File: src/rtl/alu_mul_seq_if.sv
// Request/response bundle for the alu_mul_seq shift-add multiply sequencer.
// master = requester (CPU control), slave = alu_mul_seq.
interface alu_mul_seq_if #(
  parameter int WIDTH = 16
);
  logic             start;
  logic [WIDTH-1:0] op_a;
  logic [WIDTH-1:0] op_b;
  logic             busy;
  logic             done;
  logic [WIDTH-1:0] product;
  logic             prod_zr;
  logic             prod_ng;

  modport master (
    output start, op_a, op_b,
    input  busy, done, product, prod_zr, prod_ng
  );

  modport slave (
    input  start, op_a, op_b,
    output busy, done, product, prod_zr, prod_ng
  );
endinterface

File: src/rtl/alu_mul_seq.sv
// Multi-cycle low-half multiplier that time-shares the external combinational ALU as a shift-add engine.
// Optional macro ALU_MUL_EARLY_EXIT_EN stops iterating once the remaining multiplier bits are zero.
module alu_mul_seq #(
  parameter int WIDTH = 16,
  parameter int CNT_W = 5
) (
  input  logic             clk,
  input  logic             rst_n,
  alu_mul_seq_if.slave     bus,
  output logic [WIDTH-1:0] alu_x,
  output logic [WIDTH-1:0] alu_y,
  output logic             alu_zx,
  output logic             alu_nx,
  output logic             alu_zy,
  output logic             alu_ny,
  output logic             alu_f,
  output logic             alu_no,
  input  logic [WIDTH-1:0] alu_out
);

  localparam logic [1:0] IDLE = 2'd0;
  localparam logic [1:0] ADD  = 2'd1;
  localparam logic [1:0] DBL  = 2'd2;
  localparam logic [1:0] DONE = 2'd3;

  logic [1:0]       state;
  logic [WIDTH-1:0] acc;
  logic [WIDTH-1:0] mcand;
  logic [WIDTH-1:0] mplr;
  logic [CNT_W-1:0] cnt;
  logic [WIDTH-1:0] product_q;
  logic             last_iter;

`ifdef ALU_MUL_EARLY_EXIT_EN
  assign last_iter = ((mplr >> 1) == '0) || (cnt == CNT_W'(WIDTH - 1));
`else
  assign last_iter = (cnt == CNT_W'(WIDTH - 1));
`endif

  // Only the f bit ever differs between the idle (x&y of zeros) and add patterns.
  assign alu_zx = 1'b0;
  assign alu_nx = 1'b0;
  assign alu_zy = 1'b0;
  assign alu_ny = 1'b0;
  assign alu_no = 1'b0;

  always_comb begin
    alu_x = '0;
    alu_y = '0;
    alu_f = 1'b0;
    case (state)
      ADD: begin
        alu_x = acc;
        alu_y = mcand;
        alu_f = 1'b1;
      end
      DBL: begin
        alu_x = mcand;
        alu_y = mcand;
        alu_f = 1'b1;
      end
      default: ;
    endcase
  end

  assign bus.busy    = (state == ADD) || (state == DBL);
  assign bus.done    = (state == DONE);
  assign bus.product = product_q;
  assign bus.prod_zr = (product_q == '0);
  assign bus.prod_ng = product_q[WIDTH-1];

  always_ff @(posedge clk or negedge rst_n) begin
    if (!rst_n) begin
      state     <= IDLE;
      acc       <= '0;
      mcand     <= '0;
      mplr      <= '0;
      cnt       <= '0;
      product_q <= '0;
    end else begin
      case (state)
        IDLE: begin
          if (bus.start) begin
            acc   <= '0;
            mcand <= bus.op_a;
            mplr  <= bus.op_b;
            cnt   <= '0;
`ifdef ALU_MUL_EARLY_EXIT_EN
            if (bus.op_b == '0) begin
              product_q <= '0;
              state     <= DONE;
            end else begin
              state <= ADD;
            end
`else
            state <= ADD;
`endif
          end
        end
        ADD: begin
          if (mplr[0]) acc <= alu_out;
          state <= DBL;
        end
        DBL: begin
          mcand <= alu_out;
          mplr  <= mplr >> 1;
          cnt   <= cnt + CNT_W'(1);
          // acc is final after the last ADD, so the product is latched on the DONE-entry edge.
          if (last_iter) begin
            product_q <= acc;
            state     <= DONE;
          end else begin
            state <= ADD;
          end
        end
        default: state <= IDLE;
      endcase
    end
  end

endmodule

File: src/flat_wrapper.sv
// flat-port wrapper written by rule: the top's interface ports become plain ports
module alu_mul_seq_flat 
#(
  parameter int WIDTH = 16,
  parameter int CNT_W = 5
)
  (clk, rst_n, alu_x, alu_y, alu_zx, alu_nx, alu_zy, alu_ny, alu_f, alu_no, alu_out, bus_start, bus_op_a, bus_op_b, bus_busy, bus_done, bus_product, bus_prod_zr, bus_prod_ng);
  alu_mul_seq_if #(.WIDTH(WIDTH)) bus_i ();
  input  logic clk;
  input  logic rst_n;
  output logic [WIDTH-1:0] alu_x;
  output logic [WIDTH-1:0] alu_y;
  output logic alu_zx;
  output logic alu_nx;
  output logic alu_zy;
  output logic alu_ny;
  output logic alu_f;
  output logic alu_no;
  input  logic [WIDTH-1:0] alu_out;
  input wire logic [$bits(bus_i.start)-1:0] bus_start;
  input wire logic [$bits(bus_i.op_a)-1:0] bus_op_a;
  input wire logic [$bits(bus_i.op_b)-1:0] bus_op_b;
  output wire logic [$bits(bus_i.busy)-1:0] bus_busy;
  output wire logic [$bits(bus_i.done)-1:0] bus_done;
  output wire logic [$bits(bus_i.product)-1:0] bus_product;
  output wire logic [$bits(bus_i.prod_zr)-1:0] bus_prod_zr;
  output wire logic [$bits(bus_i.prod_ng)-1:0] bus_prod_ng;
  assign bus_i.start = bus_start;
  assign bus_i.op_a = bus_op_a;
  assign bus_i.op_b = bus_op_b;
  assign bus_busy = bus_i.busy;
  assign bus_done = bus_i.done;
  assign bus_product = bus_i.product;
  assign bus_prod_zr = bus_i.prod_zr;
  assign bus_prod_ng = bus_i.prod_ng;
  alu_mul_seq #(.WIDTH(WIDTH), .CNT_W(CNT_W)) u_core (.clk(clk), .rst_n(rst_n), .bus(bus_i), .alu_x(alu_x), .alu_y(alu_y), .alu_zx(alu_zx), .alu_nx(alu_nx), .alu_zy(alu_zy), .alu_ny(alu_ny), .alu_f(alu_f), .alu_no(alu_no), .alu_out(alu_out));
endmodule
File: config.mk
export PLATFORM = sky130hd
export DESIGN_NAME = alu_mul_seq_flat
export DESIGN_NICKNAME = d
export VERILOG_FILES = /design/src/rtl/alu_mul_seq_if.sv /design/src/rtl/alu_mul_seq.sv /design/src/flat_wrapper.sv
export SDC_FILE = /design/constraint.sdc
export NUM_CORES = 1
export LEC_CHECK = 0
export ABC_AREA = 1
export CORE_ASPECT_RATIO = 0.8
export CORE_UTILIZATION = 45
export DETAILED_ROUTE_END_ITERATION = 10
export PLACE_DENSITY_LB_ADDON = 0.3
export SLEW_MARGIN = 40
export SYNTH_ARGS = -nofsm -noshare
export SYNTH_HDL_FRONTEND = slang
export SYNTH_SLANG_ARGS = --single-unit
File: constraint.sdc
create_clock -name clk -period 2.3 [get_ports clk]
set_clock_uncertainty 0.1 [all_clocks]
set_input_delay 0.46 -clock clk [delete_from_list [all_inputs] [get_ports clk]]
set_output_delay 0.46 -clock clk [all_outputs]
set_load 0.01 [all_outputs]
==> out/results.ini, run 1 <==
[run_status]
outcome=complete, no violations

[floorplanning]
num_rows=29
io_pins=109
fp.dieH_microns=82.9
die_area_sq_um=8550
start_util=0.463
die_width_microns=103
core_area_sq_um=7950

[global_routing]
grt_usage=0.253
met1_usage=0.357
use_met2=0.380
antenna_found_initial=0
grt_pass1_wl_mm=16.4
use_met3=0.0715
first_global_vias=3369
grt_max_degree=41
grt_busiest_layer=met2
grt-ovfl-total=0

[drt]
antenna_left=0
totalWireLength_mm=9.89
drtPass1Iterations=5
vias=3573
drt_iter0_drc=238
route.detailed.drc=0
wire_per_inst_microns=13.8
vias_per_cell=4.99

[timing]
hold_viol_final=0
setup_ws_ns=0.0794
fin_tns_setup_ns=0
min_period_over_period=0.965
setup_viol=0
slew_viol_final=0
max_freq_ghz=0.450
period_minus_slack_ns=2.22
whs_ns=0.372
rsz0062_at_grt=no

[pwr]
p_leak_nw=2.78
power.density_nw_per_um2=1320
ir_worst_vdd_uv=671

[clock_network]
clk_path_buf_depth=2
tritoncts=done
h-tree-depth=3
clock_latency_ns=0.35
cts_sinks=71
cts_root_buf=clkbuf_8
cts_buffers=9
clk_pin_slew_ns=0.08

[placed_design]
gp_congestion=0.893
dpl.cell_count=694
io_buffers=103
dpl.hpwl_mm=6.79
place_ws_ns=0.00440

[logic_synthesis]
netlist_instances=495
synthXorXnorAreaFrac=0
synth_seq_area_share=0.483
yosys_warnings=0
synth_edf_count=0
syn_area_per_cell_sq_um=7.44
ys_types=23
synthAdderAreaFrac=0.0238
async_reset_ff_frac=1.00
muxShareOfSynthArea=0
synth_ff_type=dfrtp_1
synth_seq_cells=71
synth_compound_area_frac=0.0748
synth_top_family_by_area=simple AND/OR/NAND/NOR gates
synthTopCellsByArea=dfrtp_1 48%, nand2_1 27%, inv_1 3.9%
yosysTopAreaCellShare=0.483
yosysTopAreaCell=dfrtp_1
synth_most_common_cell=nand2_1
synth_area_sq_um=3680
yosys-top-cells-count=261 x nand2_1, 71 x dfrtp_1, 38 x inv_1
yosys.area_share.simple=0.316

[setup_path]
path_class=reg2out
critPathMaxFanout=4
crit_arrival_ns=1.66
crit_required_ns=1.74
cp-start-kind=flip-flop
crit_path_end_kind=output pin

[final_layout]
instances_no_fill=716
area_growth_syn_to_layout_pct=38.2
antenna_cells=0
final_layout_size_suffix_gt1_frac=0.112
n_fill_cell=670
regArea_sq_um=1780
multi_input_area_sq_um=1570
nets=661

[run]
max-cap-violations=0

[hold_path]
holdCritPathClass=reg2reg

[flip-flops by register name (all words and copies together) (netlist names)]
signal	flops
u_core.acc	16
u_core.bus.product	16
u_core.cnt	5
u_core.mcand	16
u_core.mplr	16
u_core.state	2
[report_power, final]
part | switching (mW) | total [mW] | internal [mW]
logic | 2.12 | 3.48 | 1.36
registers | 0.249 | 1.93 | 1.68
clock network | 0.464 | 1.33 | 0.862
[routing by layer]
| layer | vias to the layer above | wire, microns |
|---|---|---|
| met4 | 0 | 139 |
| met1 | 1667 | 4300 |
| met3 | 14 | 943 |
| li1 | 1739 | - |
| met2 | 153 | 4510 |
| met5 | - | 0 |
[cells in the final DEF, fill, tap and decap left out, types with 2 or more instances in the layout]
cell,synthesis,routed
inv_1,38,36
nand3_1,19,19
buf_4,16,14
inv_2,1,2
dfrtp_1,71,71
conb_1,1,5
nor2_1,11,11
clkbuf_8,0,10
buf_2,6,12
o21ai_0,20,20
nand2_1,261,261
inv_4,1,2
nand4_1,4,4
ha_4,0,2
clkdlybuf4s50_1,0,67
buf_6,4,3
buf_12,0,4
dlygate4sd2_1,0,16
a21oi_1,3,3
ha_1,7,5
o22ai_1,19,19
bufinv_16,0,4
clkbuf_2,0,7
[timing repair]
| action | CTS | global route |
|---|---|---|
| gates resized for setup | 74 | 17 |
| hold endpoints to repair | 37 | 0 |
| buffers inserted | 3 | 0 |
| cloned | 1 | 1 |
| hold buffers | 1 | 0 |
| setup endpoints to repair | 34 | 14 |
[final cells by class]
| class | count | share of cell area |
|---|---|---|
| sequential | 71 | 0.349 |
| multi-input combinational | 355 | 0.309 |
| timing repair buffer | 126 | 0.232 |
| inverter | 40 | 0.0305 |
| clock buffer | 11 | 0.0278 |
| tap | 108 | 0.0266 |
| clock inverter | 5 | 0.0253 |
[through the flow]
stage                     area [sq um]  utilization  power (mW)
final                             5090        0.640        6.73
after global routing              5090        0.640        7.26
after CTS                         5130        0.646        6.74
after detailed placement          4820        0.606        5.40
after global placement            4820        0.606        5.31
after floorplan                   3700            -        4.09
[critical path, stage by stage, from the launching register on]
cell and delay, ns:
dfrtp_1 0.39, buf_4 0.14, buf_4 0.14, ha_4 0.16, inv_4 0.09, buf_2 0.16, o22ai_1 0.09, buf_2 0.14
[worst paths after layout]
kind,startpoint,end,slack [ns],cells past startpoint
worst max-delay path,u_core.state[1]$_DFFE_PN0P_,alu_x[14],0.08,7
worst min-delay path,u_core.acc[1]$_DFFE_PN0P_,u_core.acc[1]$_DFFE_PN0P_,0.37,2
worst max register to register,u_core.state[1]$_DFFE_PN0P_,u_core.mplr[12]$_DFFE_PN0P_,0.13,8
worst min register to register,u_core.acc[1]$_DFFE_PN0P_,u_core.acc[1]$_DFFE_PN0P_,0.37,2
max in group asynchronous,rst_n,u_core.mcand[0]$_DFFE_PN0P_,1.02,3
min in group asynchronous,rst_n,u_core.bus.product[8]$_DFFE_PN0P_,0.51,2
[logic make-up (layout without fill, tap and decap cells)]
| group | count (synthesis) | after routing |
|---|---|---|
| other | 1 | 5 |
| AOI/OAI and AO/OA | 45 | 45 |
| and+or+nand+nor | 298 | 298 |
| buffers and inverters | 73 | 182 |
| DFF | 71 | 71 |
| adders and majority gates | 7 | 7 |
(Power assumes the default switching activity.)
==> run 2: changes to the inputs <==
Settings changed: SKIP_LAST_GASP from default to 1.
==> run 2 against run 1 <==
  * Final cell count increased by 0.14%
  * Register-to-register slack improved by 0.04 ns
  * Count of clock-buffer cells in the layout unchanged
  * Non-clock buffer count increased by 1
  * Cell area increased by 0.15%
  * Global-route usage decreased by 0.054 points
  * Worst hold slack about the same
  * Flip-flop and latch count unchanged
  * First-iteration DRC count increased by 14%
  * Via count decreased by 0.42%
  * Core utilization increased by 0.094 points
  * Largest power group unchanged
==> out/results.ini, run 2 (synthesized netlist as in run 1, its figures left out) <==
[global_routing]
grt_max_degree=41
grt_pass1_wl_mm=16.3
antenna_found_initial=0
grt_usage=0.252
grt-ovfl-total=0
first_global_vias=3371

[run_status]
outcome=complete, no violations

[setup_path]
crit_required_ns=1.74
critPathMaxFanout=16
path_class=reg2out
crit_arrival_ns=1.66
crit_path_end_kind=output pin
cp-start-kind=flip-flop

[timing]
max_slew.worst_pin.slew_ns=0.505
max_freq_ghz=0.450
min_period_over_period=0.966
setup_viol=0
slew_viol_final=0
setup_ws_ns=0.0791
slew-limit-headroom=0.663
rsz0062_at_grt=no
period_minus_slack_ns=2.22
hold_viol_final=0

[final_layout]
antenna_cells=0
area_growth_syn_to_layout_pct=38.4
fin_area_sq_um=5100
layout_common_cells=261 x nand2_1, 71 x dfrtp_1, 67 x clkdlybuf4s50_1, 36 x inv_1, 20 x o21ai_0
final_layout_size_suffix_gt1_frac=0.113
final_common_cell=nand2_1
nets=662
final_util=0.641
n_fill_cell=670

[drt]
wire_per_inst_microns=13.8
totalWireLength_mm=9.92
drt_iter0_drc=271
vias=3558
drtPass1Iterations=5
antenna_left=0
vias_per_cell=4.96
route.detailed.drc=0

[placed_design]
placed_cell_area_sq_um=4820
io_buffers=103
place_ws_ns=0.00440
dpl.hpwl_mm=6.79
gp_congestion=0.893

[clock_network]
cts_sinks=71
clock_latency_ns=0.35
cts_buffers=9
cts_root_buf=clkbuf_8
tritoncts=done
clk_path_buf_depth=2
clk_pin_slew_ns=0.08
h-tree-depth=3

[floorplanning]
io_pins=109
fp.dieH_microns=82.9
die_width_microns=103
core_area_sq_um=7950
die_area_sq_um=8550
start_util=0.463
num_rows=29

[pwr]
finalPower_mw=6.76
power.density_nw_per_um2=1330
p_leak_nw=2.79
ir_worst_vdd_uv=725

[run]
max-cap-violations=0

[hold_path]
holdCritPathClass=reg2reg

run 2: cell types whose count changed in the layout (fill, tap and decap cells not counted), sizes merged:
| cell | previous run | this run |
|---|---|---|
| buf | 33 | 30 |
| clkbuf | 18 | 22 |
run 2: where the power goes:
| part | switching, mW | internal (mW) | total, mW | leakage, nW |
|---|---|---|---|---|
| Sequential | 0.248 | 1.68 | 1.93 | 0.921 |
| Clock | 0.461 | 0.862 | 1.32 | 0.134 |
| Combinational | 2.13 | 1.38 | 3.51 | 1.73 |
run 2: timing repair:
action / in CTS / in global routing
gates resized for setup: 56 / 32
buffers inserted: 3 / 1
cloned: 1 / 1
endpoints found under the hold margin: 37 / 0
hold buffers: 1 / 0
endpoints found under the setup margin: 34 / 23
run 2: worst max-delay path, stage by stage (launching register included):
cell and delay [ns]:
dfrtp_1 0.38, inv_2 0.08, ha_4 0.28, nand2_1 0.09
buf_12 0.16, o22ai_1 0.17, buf_2 0.16
run 2: final cells by class:
type	instances	area, sq um	area share
Sequential cell	71	1780	0.349
Multi-Input combinational cell	355	1570	0.308
Timing Repair Buffer	127	1190	0.233
Inverter	40	155	0.0304
Clock buffer	11	141	0.0277
Tap cell	108	135	0.0265
Clock inverter	5	129	0.0253
run 2: metal layers:
| layer | routed length [microns] | up-vias | GRT usage | part of all wire |
|---|---|---|---|---|
| met5 | 0 | - | 0 | 0 |
| met1 | 4400 | 1660 | 0.355 | 0.44 |
| met4 | 168 | 0 | 0.0730 | 0.017 |
| met3 | 863 | 16 | 0.0724 | 0.087 |
| li1 | - | 1743 | - | - |
| met2 | 4490 | 139 | 0.379 | 0.45 |
run 2: worst paths after layout:
check,startpoint,endpoint,depth (start not counted),slack (ns)
setup / recovery,u_core.state[0]$_DFFE_PN0P_,alu_x[14],6,0.08
hold / removal,u_core.acc[1]$_DFFE_PN0P_,u_core.acc[1]$_DFFE_PN0P_,2,0.37
setup reg to reg,u_core.state[1]$_DFFE_PN0P_,u_core.mplr[12]$_DFFE_PN0P_,9,0.17
hold reg to reg,u_core.acc[1]$_DFFE_PN0P_,u_core.acc[1]$_DFFE_PN0P_,2,0.37
max in group asynchronous,rst_n,u_core.mcand[0]$_DFFE_PN0P_,3,1.01
min in group asynchronous,rst_n,u_core.bus.product[8]$_DFFE_PN0P_,2,0.52
run 2: per-stage QoR:
| stage | std cells | hold slack, ns | TNS [ns] |
|---|---|---|---|
| 6_report | 717 | 0.372 | 0 |
| 5_1_grt | 717 | 0.389 | 0 |
| 3_3_place_gp | 694 | 0.355 | 0 |
| 2_1_floorplan | 499 | 0.0644 | 0 |
| 4_1_cts | 715 | 0.377 | -0.802 |
| 3_5_place_dp | 694 | 0.359 | 0 |
==> RTL change 1, RTL diff (config.mk and constraints of run 2) <==
`WIDTH` is set to 16 in 3 places; all go to 32.
--- a/src/rtl/alu_mul_seq_if.sv
+++ b/src/rtl/alu_mul_seq_if.sv
@@ -1,7 +1,7 @@
 // Request/response bundle for the alu_mul_seq shift-add multiply sequencer.
 // master = requester (CPU control), slave = alu_mul_seq.
 interface alu_mul_seq_if #(
-  parameter int WIDTH = 16
+  parameter int WIDTH = 32
 );
   logic             start;
   logic [WIDTH-1:0] op_a;
--- a/src/rtl/alu_mul_seq.sv
+++ b/src/rtl/alu_mul_seq.sv
@@ -1,7 +1,7 @@
 // Multi-cycle low-half multiplier that time-shares the external combinational ALU as a shift-add engine.
 // Optional macro ALU_MUL_EARLY_EXIT_EN stops iterating once the remaining multiplier bits are zero.
 module alu_mul_seq #(
-  parameter int WIDTH = 16,
+  parameter int WIDTH = 32,
   parameter int CNT_W = 5
 ) (
   input  logic             clk,
--- a/src/flat_wrapper.sv
+++ b/src/flat_wrapper.sv
@@ -1,7 +1,7 @@
 // flat-port wrapper written by rule: the top's interface ports become plain ports
 module alu_mul_seq_flat 
 #(
-  parameter int WIDTH = 16,
+  parameter int WIDTH = 32,
   parameter int CNT_W = 5
 )
   (clk, rst_n, alu_x, alu_y, alu_zx, alu_nx, alu_zy, alu_ny, alu_f, alu_no, alu_out, bus_start, bus_op_a, bus_op_b, bus_busy, bus_done, bus_product, bus_prod_zr, bus_prod_ng);
Ports: changed (6 resized); port bits go from 109 to 205. No check against the original RTL was run, so the function may have changed too.
==> RTL change 1 against run 2 <==
The run now ends with setup timing left. Largest cell class unchanged. Design area rose by 99%. Wire length grew 110%. Area after synthesis up 81%. Total power shrank 13%. Count of clock-buffer cells in the layout grew 12. Sequential cell count up 64. Final cell count rose by 74%. Setup slack worse by 0.22 ns. Die area increased by 79%. Sequential share of layout area decreased by 1.5 points.
==> RTL change 1: results (changes against run 2) <==
* VDD IR-drop max: 0.5111 mV (was 0.7249 mV)
- The overall routing resource usage came to 27.38% (was 25.24%).
* CP Data Arrival Time: 1.88 ns (was 1.66 ns)
- Outcome: complete, but fails checks (was finished clean)
* Worst slew margin: 62.95% (was 66.34%)
- Pin count of the biggest net entering global routing: 59 (was 41)
* Flop2flop setup slack: 0.13 ns (was 0.17 ns)
- Iter 0 DRT Violations: 497 (was 271)
- Depth of the CTS H-tree: 4 (was 3)
* Top area cells in the synthesized netlist: sky130_fd_sc_hd__dfrtp_1 51%, sky130_fd_sc_hd__nand2_1 16%, sky130_fd_sc_hd__nand3_1 7.3% (was sky130_fd_sc_hd__dfrtp_1 48%, sky130_fd_sc_hd__nand2_1 27%, sky130_fd_sc_hd__inv_1 3.9%)
- The capture endpoint of the worst hold path is u_core.acc[20] (was u_core.acc[1]).
- Total wirelength of the detailed-routed design: 21020 µm (was 9920 µm)
* Final nets: 1152 (was 662)
* Root Buffer Master: sky130_fd_sc_hd__clkbuf_16 (was sky130_fd_sc_hd__clkbuf_8)
- The clock transition at the registers of the reported paths came to 0.05 ns (was 0.08 ns).
- The flip-flop cell with the highest count after synthesis was sky130_fd_sc_hd__dfrtp_1 (unchanged).
* Post-placement worst setup slack: -0.2368 ns (was 0.004403 ns)
* Fraction of layout cells with a size suffix above 1: 21.13% (was 11.33%)
- Number of distinct library cell variants in the gate-level netlist after synthesis: 21 (was 23)
- Vias in the first global route: 6268 (was 3371)
- The checks that failed: setup timing.
* Routability congestion estimate: 0.8143 (was 0.8932)
- RR Endpoint: u_core.acc[11] (was u_core.mplr[12])
- Clock Latency Late Sink: 0.41 ns (was 0.35 ns)
* Total half-perimeter wirelength after legalization and detailed placement: 12910 µm (was 6793 µm)
- Sequential-to-total area share from yosys stat: 50.76% (was 48.25%)
- Final worst setup slack: -0.1436 ns (was 0.07906 ns)
- Most numerous cell types in the synthesized netlist: 280 x sky130_fd_sc_hd__nand2_1, 135 x sky130_fd_sc_hd__dfrtp_1, 97 x sky130_fd_sc_hd__nand3_1 (was 261 x sky130_fd_sc_hd__nand2_1, 71 x sky130_fd_sc_hd__dfrtp_1, 38 x sky130_fd_sc_hd__inv_1)
- The width of the die came to 138.0 µm (was 103.1 µm).
- Count leader, synth: sky130_fd_sc_hd__nand2_1 (unchanged)
* Buffers on Ports: 199 (was 103)
* Number of failing setup endpoints in the final timing report: 37 (was 0)
- The proportion of register bits with asynchronous set or reset after synthesis came to 100.0% (unchanged).
- Static Leak: 5.110 nW (was 2.785 nW)
- The number of CTS-inserted buffers was 17 (was 9).
* Wire length of the first global-routing pass: 31800 µm (was 16340 µm)
* Startpoint of the tightest hold check path: u_core.acc[20] (was u_core.acc[1])
RTL change 1: metal layers:
layer  global-route usage (%)  routed length [µm]  part of all wire, %
met1                    36.99                8866                   42
met2                    41.77                9795                   47
met3                    7.179                1833                  8.7
met4                    10.65                 523                  2.5
met5                        0                   0                    0
RTL change 1: critical path: stages (launching register included):
cell	delay (ns)
sky130_fd_sc_hd__dfrtp_1	0.36
sky130_fd_sc_hd__inv_2	0.07
sky130_fd_sc_hd__ha_4	0.33
sky130_fd_sc_hd__buf_12	0.13
sky130_fd_sc_hd__buf_16	0.13
sky130_fd_sc_hd__buf_12	0.11
sky130_fd_sc_hd__nand2_4	0.05
sky130_fd_sc_hd__o22ai_2	0.14
sky130_fd_sc_hd__buf_2	0.15
RTL change 1: metrics by stage:
step	hold WS [ns]	setup TNS (ns)	cells	area, µm²
5_1_grt	0.3963	-5.323	1244	10130
6_report	0.3686	-2.371	1244	10130
2_1_floorplan	0.06441	0	825	6670
3_3_place_gp	0.3530	-1.707	1184	8935
3_5_place_dp	0.3581	-4.166	1184	8935
4_1_cts	0.3716	-3.373	1235	9801
RTL change 1: cell families (layout without fill, tap and decap cells):
| family | Yosys count | in the layout | synth area share [%] |
|---|---|---|---|
| AO/OA/AOI/OAI | 139 | 139 | 13.54 |
| buffers and inverters | 137 | 372 | 9.927 |
| adder cells (fa/ha/maj) | 6 | 6 | 1.128 |
| AND/OR/NAND/NOR | 403 | 403 | 24.59 |
| flip-flops | 135 | 135 | 50.76 |
| other | 1 | 5 | 0.05635 |
RTL change 1: repair_timing:
item | CTS | global route
hold buffers | 1 | 0
setup buffers | 13 | 6
hold endpoints to repair | 54 | 0
resized for setup | 219 | 143
endpoints found under the setup margin | 67 | 153
pin swaps | 6 | 6
cloned | 5 | 3
RTL change 1: where the power goes:
group	internal (W)	total (W)	switching (W)
logic	0.000306	0.000549	0.000242
registers	0.00243	0.00247	0.0000403
clock network	0.00186	0.00284	0.000978
total	0.00460	0.00587	0.00126
RTL change 1: layout make-up:
| type | instances | area [µm²] |
|---|---|---|
| clock inverter | 9 | 147.6 |
| clock buffer | 23 | 467.9 |
| inverter | 75 | 296.5 |
| tap | 184 | 230.2 |
| fill | 1083 | 4214 |
| multi-input combinational | 553 | 2983 |
| sequential | 135 | 3378 |
| timing repair buffer | 265 | 2629 |
RTL change 1: how the worst max path moves through the flow:
stage               depth (start not counted)            start         to
finish                                      8  u_core.state[0]   alu_x[5]
global route                                8  u_core.state[0]   alu_x[5]
CTS                                         6  u_core.state[0]   alu_y[3]
detailed placement                          6  u_core.state[0]   alu_x[7]
global placement                            6  u_core.state[0]  alu_x[15]
floorplan                                   6  u_core.state[0]   alu_x[0]
==> RTL change 2, RTL diff (settings of run 2) <==
Without the edit above. Put a register stage on the output `alu_x`, with the module's reset. The value now appears one clock later. The other outputs are not delayed to match.
--- a/src/rtl/alu_mul_seq.sv
+++ b/src/rtl/alu_mul_seq.sv
@@ -23,6 +23,8 @@
   localparam logic [1:0] DBL  = 2'd2;
   localparam logic [1:0] DONE = 2'd3;
 
+  logic [WIDTH-1:0] alu_x_d;
+
   logic [1:0]       state;
   logic [WIDTH-1:0] acc;
   logic [WIDTH-1:0] mcand;
@@ -45,17 +47,17 @@
   assign alu_no = 1'b0;
 
   always_comb begin
-    alu_x = '0;
+    alu_x_d = '0;
     alu_y = '0;
     alu_f = 1'b0;
     case (state)
       ADD: begin
-        alu_x = acc;
+        alu_x_d = acc;
         alu_y = mcand;
         alu_f = 1'b1;
       end
       DBL: begin
-        alu_x = mcand;
+        alu_x_d = mcand;
         alu_y = mcand;
         alu_f = 1'b1;
       end
@@ -118,5 +120,13 @@
     end
   end
 
+  always_ff @(posedge clk or negedge rst_n) begin
+    if (!rst_n) begin
+      alu_x <= '0;
+    end else begin
+      alu_x <= alu_x_d;
+    end
+  end
+
 endmodule
 
Behaviour: not the same (Yosys sat finds a counterexample within 4 cycles, from zero or initial values and one cycle with rst_n low).
==> RTL change 2 against run 2 <==
Clock power fell by 14%. Wire length rose by 6.2%. Area after synthesis rose by 9.8%. Die area rose by 9.5%. Critical path depth fell by 3. Sequential power rose by 20%. Design area rose by 6.2%. Fmax fell by 0.92%. Setup slack got worse by 0.021 ns. Count of clock-buffer cells in the layout did not move. Total power rose by 1.4%. Sequential cell count rose by 16.
==> RTL change 2: results (changes against run 2) <==
- Outcome: finished clean (unchanged)
- Diodes inserted: 0 (unchanged)
- The family with the most delay on the worst path is buffers and inverters (unchanged).
* Flop2flop setup slack: 0.35 ns (was 0.17 ns)
- Top fanout value on the critical path: 5 (was 16)
* Stage delay of the slowest cell on the critical path: 0.57 ns (was 0.38 ns)
- Clock Latency Late Sink: 0.37 ns (was 0.35 ns)
* Wire length of the first global-routing pass: 17060 µm (was 16340 µm)
* Routability congestion estimate: 0.8285 (was 0.8932)
* Final nets: 673 (was 662)
- Most numerous cell types in the synthesized netlist: 262 x sky130_fd_sc_hd__nand2_1, 87 x sky130_fd_sc_hd__dfrtp_1, 39 x sky130_fd_sc_hd__inv_1 (was 261 x sky130_fd_sc_hd__nand2_1, 71 x sky130_fd_sc_hd__dfrtp_1, 38 x sky130_fd_sc_hd__inv_1)
* Compound-cell area share of the yosys netlist: 6.502% (was 7.475%)
* Register-to-Register Path Depth: 5 (was 9)
- Crit path from: u_core.state[1] (was u_core.state[0])
* Slowest library cell on the worst path: sky130_fd_sc_hd__clkdlybuf4s50_1 (was sky130_fd_sc_hd__dfrtp_1)
- The proportion of synthesized chip area in sequential cells is 53.87% (was 48.25%).
* Area after detailed placement: 5184 µm² (was 4817 µm²)
- The number of antenna violations at the first check in global routing came to 0 (unchanged).
* Total global-route track usage: 23.94% (was 25.24%)
- The transition time at the pin with the least slew margin came to 0.5056 ns (was 0.5049 ns).
- Static Leak: 2.872 nW (was 2.785 nW)
- The post-detailed-route wirelength per cell is 14.37 µm (was 13.84 µm).
- The violation count after the first detailed-route iteration is 206 (was 271).
- Hold WC Path Type: register to register (unchanged)
- The arrival time of data at the critical path endpoint is 1.68 ns (was 1.66 ns).
- The endpoint of the lowest-slack register-to-register path is u_core.alu_x[12] (was u_core.mplr[12]).
- Pin count of the biggest net entering global routing: 55 (was 41)
* Total half-perimeter wirelength after legalization and detailed placement: 7391 µm (was 6793 µm)
- Via density per instance: 4.982 (was 4.962)
- The arithmetic-cell share of the synthesized area counting full adders, half adders and majority gates came to 1.858% (was 2.379%).
* Switching power share of the total: 42.28% (was 42.01%)
- Top area cells in the synthesized netlist: sky130_fd_sc_hd__dfrtp_1 54%, sky130_fd_sc_hd__nand2_1 24%, sky130_fd_sc_hd__inv_1 3.6% (was sky130_fd_sc_hd__dfrtp_1 48%, sky130_fd_sc_hd__nand2_1 27%, sky130_fd_sc_hd__inv_1 3.9%).
- VDD IR-drop max: 0.6264 mV (was 0.7249 mV)
* Effective utilization at floorplan: 47.02% (was 46.34%)
- The count of different cell masters after synthesis came to 22 (was 23).
- The capture point of the worst path is bus_busy (was alu_x[14]).
- The number of global-route vias before repair came to 3540 (was 3371).
- The share of synthesized area spent on multiplexers is 0% (unchanged).
-- RTL change 2: cell types whose count changed after synthesis, sizes merged --
cell / change
buf: +1
ha: -1
nand2: +1
o21ai: +1
clkbuf: -1
a21oi: -2
dfrtp: +16
-- RTL change 2: power by group through the flow --
stage / Sequential [W] / Clock, W / Combinational (W)
global route: 0.00236 / 0.00123 / 0.00377
global placement: 0.00231 / 0 / 0.00335
finish: 0.00231 / 0.00114 / 0.00341
floorplan: 0.00231 / 0 / 0.00211
CTS: 0.00230 / 0.00116 / 0.00340
detailed placement: 0.00232 / 0 / 0.00345
-- RTL change 2: final cells by class --
type / count / area [µm²]
Clock inverter: 5 / 62.56
Fill cell: 773 / 3184
Timing Repair Buffer: 124 / 1197
Inverter: 40 / 150.1
Clock buffer: 11 / 151.4
Multi-Input combinational cell: 354 / 1533
Tap cell: 112 / 140.1
Sequential cell: 87 / 2177
-- RTL change 2: cells by family after synthesis --
logic type,Yosys count
adder cells (fa/ha/maj),6
buffers and inverters,73
AND/OR/NAND/NOR,299
other,1
flip-flops,87
AO/OA/AOI/OAI,44
-- RTL change 2: how the worst min path moves through the flow --
| stage | start | to | slack, ns | cells past startpoint |
|---|---|---|---|---|
| 6_report | u_core.acc[8] | u_core.acc[8] | 0.38 | 2 |
| 5_1_grt | rst_n | u_core.alu_x[0] | 0.41 | 2 |
| 4_1_cts | u_core.acc[3] | u_core.acc[3] | 0.38 | 2 |
| 3_5_place_dp | rst_n | u_core.alu_x[0] | 0.25 | 1 |
| 3_3_place_gp | rst_n | u_core.alu_x[0] | 0.25 | 1 |
| 2_1_floorplan | rst_n | u_core.acc[0] | 0.06 | 0 |
-- RTL change 2: metrics by stage --
step / power [W] / instances / setup TNS (ns) / setup slack (ns)
after detailed placement: 0.005771 / 715 / 0 / 0.03465
after global routing: 0.007359 / 733 / -0.02058 / -0.02058
final: 0.006856 / 733 / 0 / 0.05850
after global placement: 0.005665 / 715 / 0 / 0.08719
after floorplan: 0.004417 / 514 / 0 / 0.3322
after CTS: 0.006855 / 733 / 0 / 0.007336
-- RTL change 2: timing repair --
item	4_1_cts	5_1_grt
setup buffers	1	0
gates resized for setup	18	4
hold endpoints to repair	16	0
endpoints found under the setup margin	18	19
pin swaps	1	0
hold buffers	1	0
-- RTL change 2: per-layer routing --
metal	GRT usage, %	wire (µm)
met3	6.917	778
met5	0	0
met2	38.62	4933
met1	31.63	4691
met4	6.476	133
-- RTL change 2: worst reg2reg max path: stages, from the launching register on --
cell	delay [ns]
sky130_fd_sc_hd__dfrtp_1	0.40
sky130_fd_sc_hd__inv_2	0.10
sky130_fd_sc_hd__ha_1	0.40
sky130_fd_sc_hd__nand2_1	0.39
sky130_fd_sc_hd__buf_4	0.29
sky130_fd_sc_hd__o22ai_1	0.19
